### src/rtl/spi_peripheral.sv
// spi_peripheral -- SPI peripheral (target) with an 8-bit TX holding register.
//
// All logic runs on i_clk. SCLK, CS_n and COPI are brought in through two-flop
// synchronizers. A third registered copy of SCLK and CS_n is used for edge
// detection. SPI modes 0..3 are supported. The mode is latched at frame start.
// Bytes move MSB first. Multi-byte frames run back to back while CS_n stays low.
//
// Ports:
//   i_clk, i_rst         system clock, asynchronous active-high reset
//   i_sclk, i_cs_n       SPI clock / chip select (asynchronous to i_clk)
//   i_copi, o_cipo       serial data in / out
//   i_mode[1:0]          {CPOL, CPHA}, latched in LOAD
//   i_tx_data/valid      byte for the holding register; accepted when o_tx_ready
//   o_tx_ready           holding register empty
//   o_rx_data/valid      last received byte, one-cycle valid pulse
//   o_busy               a frame is in progress
//
// Configuration macro: SPI_PERIPHERAL_CIPO_TRISTATE_EN
//   defined   -> o_cipo is high-Z in IDLE and during reset
//   undefined -> o_cipo drives 0 in IDLE and during reset
module spi_peripheral (
    input  logic       i_clk,
    input  logic       i_rst,
    input  logic       i_sclk,
    input  logic       i_cs_n,
    input  logic       i_copi,
    output logic       o_cipo,
    input  logic [1:0] i_mode,
    input  logic [7:0] i_tx_data,
    input  logic       i_tx_valid,
    output logic       o_tx_ready,
    output logic [7:0] o_rx_data,
    output logic       o_rx_valid,
    output logic       o_busy
);

    typedef enum logic [1:0] {IDLE, LOAD, SHIFT} state_t;

    state_t      state_q, state_d;
    logic [2:0]  sclk_q, cs_q;
    logic [1:0]  copi_q;
    logic [1:0]  mode_q, mode_d;
    logic [2:0]  cnt_q, cnt_d;
    logic [7:0]  tx_sr_q, tx_sr_d;
    logic        cipo_q, cipo_d;
    logic [7:0]  rx_sr_q, rx_sr_d;
    logic [7:0]  rx_data_q, rx_data_d;
    logic        rx_valid_q, rx_valid_d;
    logic [7:0]  hold_q, hold_d;
    logic        hold_full_q, hold_full_d;

    logic sclk_rise, sclk_fall, cs_fall, cs_rise;
    logic samp_edge, shift_edge, tx_load, consume;
    logic [7:0] next_tx;

    // Synchronizers; index [2] is the extra copy used only for edge detection.
    // CS_n resets high and SCLK low, so no edge is seen on reset release.
    always_ff @(posedge i_clk or posedge i_rst) begin
        if (i_rst) begin
            sclk_q <= 3'b000;
            cs_q   <= 3'b111;
            copi_q <= 2'b00;
        end else begin
            sclk_q <= {sclk_q[1:0], i_sclk};
            cs_q   <= {cs_q[1:0], i_cs_n};
            copi_q <= {copi_q[0], i_copi};
        end
    end

    assign sclk_rise = sclk_q[1] & ~sclk_q[2];
    assign sclk_fall = ~sclk_q[1] & sclk_q[2];
    assign cs_fall   = ~cs_q[1] & cs_q[2];
    assign cs_rise   = cs_q[1] & ~cs_q[2];

    // Sample on the rising edge when CPOL == CPHA (modes 0 and 3).
    assign samp_edge  = (mode_q[1] == mode_q[0]) ? sclk_rise : sclk_fall;
    assign shift_edge = (mode_q[1] == mode_q[0]) ? sclk_fall : sclk_rise;

    assign tx_load = i_tx_valid & ~hold_full_q;
    assign next_tx = hold_full_q ? hold_q : 8'h00;

    always_ff @(posedge i_clk or posedge i_rst) begin
        if (i_rst) begin
            state_q     <= IDLE;
            mode_q      <= 2'b00;
            cnt_q       <= 3'd0;
            tx_sr_q     <= 8'h00;
            cipo_q      <= 1'b0;
            rx_sr_q     <= 8'h00;
            rx_data_q   <= 8'h00;
            rx_valid_q  <= 1'b0;
            hold_q      <= 8'h00;
            hold_full_q <= 1'b0;
        end else begin
            state_q     <= state_d;
            mode_q      <= mode_d;
            cnt_q       <= cnt_d;
            tx_sr_q     <= tx_sr_d;
            cipo_q      <= cipo_d;
            rx_sr_q     <= rx_sr_d;
            rx_data_q   <= rx_data_d;
            rx_valid_q  <= rx_valid_d;
            hold_q      <= hold_d;
            hold_full_q <= hold_full_d;
        end
    end

    always_comb begin
        state_d    = state_q;
        mode_d     = mode_q;
        cnt_d      = cnt_q;
        tx_sr_d    = tx_sr_q;
        cipo_d     = cipo_q;
        rx_sr_d    = rx_sr_q;
        rx_data_d  = rx_data_q;
        rx_valid_d = 1'b0;
        consume    = 1'b0;

        case (state_q)
            IDLE: begin
                if (cs_fall) state_d = LOAD;
            end
            LOAD: begin
                mode_d  = i_mode;
                cnt_d   = 3'd0;
                consume = 1'b1;
                // CPHA=0 shows bit 7 right away. CPHA=1 waits for the leading edge.
                if (i_mode[0]) begin
                    tx_sr_d = next_tx;
                    cipo_d  = 1'b0;
                end else begin
                    tx_sr_d = {next_tx[6:0], 1'b0};
                    cipo_d  = next_tx[7];
                end
                state_d = SHIFT;
            end
            SHIFT: begin
                if (samp_edge) begin
                    rx_sr_d = {rx_sr_q[6:0], copi_q[1]};
                    cnt_d   = cnt_q + 3'd1;
                    if (cnt_q == 3'd7) begin
                        rx_data_d  = {rx_sr_q[6:0], copi_q[1]};
                        rx_valid_d = 1'b1;
                        consume    = 1'b1;
                        if (mode_q[0]) begin
                            tx_sr_d = next_tx;
                        end else begin
                            tx_sr_d = {next_tx[6:0], 1'b0};
                            cipo_d  = next_tx[7];
                        end
                    end
                end else if (shift_edge && (mode_q[0] || cnt_q != 3'd0)) begin
                    // With CPHA=0, the trailing edge after the 8th sample is
                    // skipped. Bit 7 of the reloaded byte is already on the pin.
                    cipo_d  = tx_sr_q[7];
                    tx_sr_d = {tx_sr_q[6:0], 1'b0};
                end
            end
            default: state_d = IDLE;
        endcase

        // A CS_n deassertion wins over everything and drops any partial byte.
        // It also leaves the holding register untouched.
        if (cs_rise) begin
            state_d    = IDLE;
            cnt_d      = 3'd0;
            rx_data_d  = rx_data_q;
            rx_valid_d = 1'b0;
            consume    = 1'b0;
        end
    end

    // The consume path reads the old contents. A same-cycle load refills the register.
    always_comb begin
        hold_full_d = (hold_full_q & ~consume) | tx_load;
        hold_d      = tx_load ? i_tx_data : hold_q;
    end

    assign o_tx_ready = ~hold_full_q;
    assign o_rx_data  = rx_data_q;
    assign o_rx_valid = rx_valid_q;
    assign o_busy     = (state_q != IDLE);

`ifdef SPI_PERIPHERAL_CIPO_TRISTATE_EN
    assign o_cipo = (state_q == IDLE) ? 1'bz : cipo_q;
`else
    assign o_cipo = (state_q == IDLE) ? 1'b0 : cipo_q;
`endif

endmodule

### config.mk
export PLATFORM = sky130hd
export DESIGN_NAME = spi_peripheral
export DESIGN_NICKNAME = d
export VERILOG_FILES = /design/src/rtl/spi_peripheral.sv
export SDC_FILE = /design/constraint.sdc
export NUM_CORES = 1
export LEC_CHECK = 0
export ABC_AREA = 1
export CORE_ASPECT_RATIO = 1.1
export CORE_MARGIN = 2
export CORE_UTILIZATION = 60
export DETAILED_ROUTE_END_ITERATION = 10
export PLACE_DENSITY = 0.86
export SYNTH_ARGS = -nofsm -noshare
export SYNTH_HDL_FRONTEND = slang
export SYNTH_SLANG_ARGS = --single-unit
### constraint.sdc
create_clock -name i_clk -period 4.5 [get_ports i_clk]
set_clock_uncertainty 0.05 [all_clocks]
set_input_delay 0.9 -clock i_clk [delete_from_list [all_inputs] [get_ports i_clk]]
set_output_delay 0.9 -clock i_clk [all_outputs]
set_load 0.02 [all_outputs]
==> flow_summary.yaml <==
status:
  status: "finished clean"
floorplanning:
  die_width_um: 65.4
  core-area_sq_um: 3960
  dieArea_sq_um: 4680
  die_y_um: 71.6
  boundaryPins: 28
  rows: 24
  initial_utilization: 0.628
sta:
  period_share: 0.594
  finalSetupTns_ns: 0
  rsz0062_at_grt: "false"
  relSlewSlack: 0.349
  finalHoldViolCount: 0
  final_max_slew_viol_count: 0
  setup_ws_ns: 1.82
  fin_crit_ns: 2.68
  setup_violations: 0
  worstMarginPinSlew_ns: 0.974
  fmax_mhz: 374
final_layout:
  multi_input_area_sq_um: 1050
  area_growth_pct: 14.4
  instances_no_fill: 360
  fill_cells: 318
  seq_area_sq_um: 1230
  n_antenna_cell: 0
  fin_nets: 331
  drive_above_1_share: 0.143
run:
  maxCapViolCount: 0
clock_tree:
  cts_resized: 0
  htree_levels: 2
  post-cts-setup-buffers: 0
  clkSinkCount: 49
  path_clk_slew_ns: 0.09
  cts_max_path_buffers: 2
  clkLatencyLatePin_ns: 0.31
  cts_root_buffer: "clkbuf_8"
  hold_buffers: 0
  cts_tree: "done"
  cts_buffers: 5
synth:
  synthSimpleGateAreaFrac: 0.254
  synthTopCellsByArea: "dfrtp_1, nand2_1, nand3_1"
  synth_area_leader_cell: "dfrtp_1"
  synth_nets: 307
  synth_top_area_share: 0.462
  synth_compound_area_frac: 0.0909
  ys_seq_area_frac: 0.494
  ys_types: 25
  synth.avg_cell_area_sq_um: 8.80
  muxShareOfSynthArea: 0.0362
  synthXorXnorAreaFrac: 0
  synth_cells: 283
  synth_top_family_by_area: "simple AND/OR/NAND/NOR gates"
  synth_warnings: 0
  synth_area_sq_um: 2490
  ys_seq_elements: 49
  synthAdderAreaFrac: 0.0402
min_path:
  hold_depth: 0
  min_to: "sclk_q[1]"
  hp-start: "sclk_q[0]"
  hp-class: "reg -> reg"
placed_design:
  place_inst: 352
  pre_cts_slack_ns: 2.14
  place_hpwl_mm: 3.28
  place_congestion: 0.914
  port_buffers: 27
route:
  ant_nets: 0
  wl_mm: 4.67
  wire_per_inst_um: 13.0
  drcViolationCount: 0
  firstDrtPassIters: 4
  vias: 1921
  vias_per_cell: 5.34
  drtIter0Drc: 169
global_routing:
  grt_use_met1: 0.283
  grt_util_met2: 0.384
  use_met3: 0.0597
  grt-busiest-layer: "met2"
  grt_pass1_wl_mm: 8.08
  grt-ovfl-total: 0
  grt_use_total: 0.226
  antenna_found_initial: 0
  grt_pass1_vias: 1825
  grt_max_degree: 50
worst_setup_path:
  crit_chain: "inv_1 > ha_1 > nor2_1 > clkdlybuf4s50_1"
  r2r_setup_slack_ns: 2.18
  slowest_delay_ns: 0.60
  crit_path_top_delay_cell: "clkdlybuf4s50_1"
  path_max_fanout: 4
  start_kind: "flop"
  end_kind: "output pin"
  worst-endpoint-required_ns: 3.55
  worst_ep_arrival_time_ns: 1.73
  timing.rr.end: "o_rx_data[5]"
  worstRegToRegCells: 7
  critPathKind: "reg -> out"
  reg2reg_from: "state_q[0]"
power_and_ir_drop:
  leakage_uw: 0.00144
  p_per_area_nw_per_um2: 561
  ir_worst_vdd_v: 0.000263
-- worst max-delay path by stage --
stage	slack, ns	end	depth (start not counted)	start
global route	1.76	o_cipo	4	state_q[0]
finish	1.82	o_cipo	4	state_q[0]
floorplan	2.38	cipo_q	1	i_rst
detailed placement	2.14	tx_sr_q[1]	7	i_mode[0]
CTS	1.81	o_cipo	4	state_q[0]
global placement	2.18	o_cipo	4	state_q[0]
-- final cells by class --
cell class / instances / share of cell area
Clock buffer: 6 / 0.0290
Timing Repair Buffer: 27 / 0.0949
Multi-Input combinational cell: 188 / 0.368
Sequential cell: 49 / 0.432
Clock inverter: 2 / 0.00615
Inverter: 36 / 0.0474
Tap cell: 52 / 0.0228
-- critical path: cells and delay by family, from the launching register on --
family / cells / cell delay, ns
simple gates: 1 / 0.11
flops: 1 / 0.38
fa+ha+maj: 1 / 0.24
buf+inv: 2 / 0.68
-- sequential cells by signal (all words and copies together) (netlist names), 2 cells and up --
register   cells
rx_sr_q        7
cnt_q          3
cs_q           3
hold_q         8
state_q        2
o_rx_data      8
sclk_q         3
tx_sr_q        8
mode_q         2
copi_q         2
-- where the power goes --
group	leakage (uW)	switching [uW]	internal (uW)	total, uW
registers	0.000625	68.2	551	620
clock network	0.0000518	149	128	277
logic	0.000760	452	250	703
total	0.00144	670	929	1600
-- Yosys cell counts --
| library cell | n |
|---|---|
| buf_6 | 2 |
| buf_4 | 1 |
| o21ai_0 | 22 |
| nor3_1 | 1 |
| dfrtp_1 | 46 |
| inv_2 | 3 |
| o21ai_2 | 7 |
| ha_1 | 8 |
| buf_2 | 4 |
| clkbuf_1 | 1 |
| buf_1 | 1 |
| nand2_4 | 6 |
| nor2_1 | 7 |
| nand3_1 | 44 |
| buf_12 | 1 |
| a22oi_1 | 6 |
| nand2_2 | 6 |
| nor2_2 | 1 |
| inv_1 | 32 |
| dfstp_2 | 3 |
| nand3_2 | 1 |
| mux2_2 | 8 |
| nand2_1 | 69 |
| clkinv_1 | 1 |
| a21oi_1 | 2 |
-- cell families (layout without fill, tap and decap cells) --
family,Yosys count,after routing
adder cells (fa/ha/maj),8,8
buffers and inverters,46,71
AO/OA/AOI/OAI,37,37
AND/OR/NAND/NOR,135,135
flip-flops,49,49
multiplexers,8,8
-- placed cells by master (no fill, tap or decap), drive strengths merged, types with 3 or more instances in the layout --
cell,n
clkbuf,6
a22oi,6
nand2,81
o21ai,29
nand3,45
dfstp,3
mux2,8
inv,36
dfrtp,46
ha,8
nor2,8
clkdlybuf4s50,27
-- layer usage --
layer	vias to the layer above	share of wire
met5	-	0
met4	0	0.013
met3	6	0.045
met2	45	0.51
met1	911	0.43
li1	959	-
-- stage by stage --
step	power (uW)	hold WS, ns	utilization	instance area (sq um)
3_5_place_dp	1320	0.290	0.693	2750
6_report	1600	0.309	0.719	2850
5_1_grt	1720	0.317	0.719	2850
3_3_place_gp	1290	0.284	0.693	2750
2_1_floorplan	1180	0.281	-	2490
4_1_cts	1600	0.311	0.719	2850
Power figures use the tool's default switching activity.
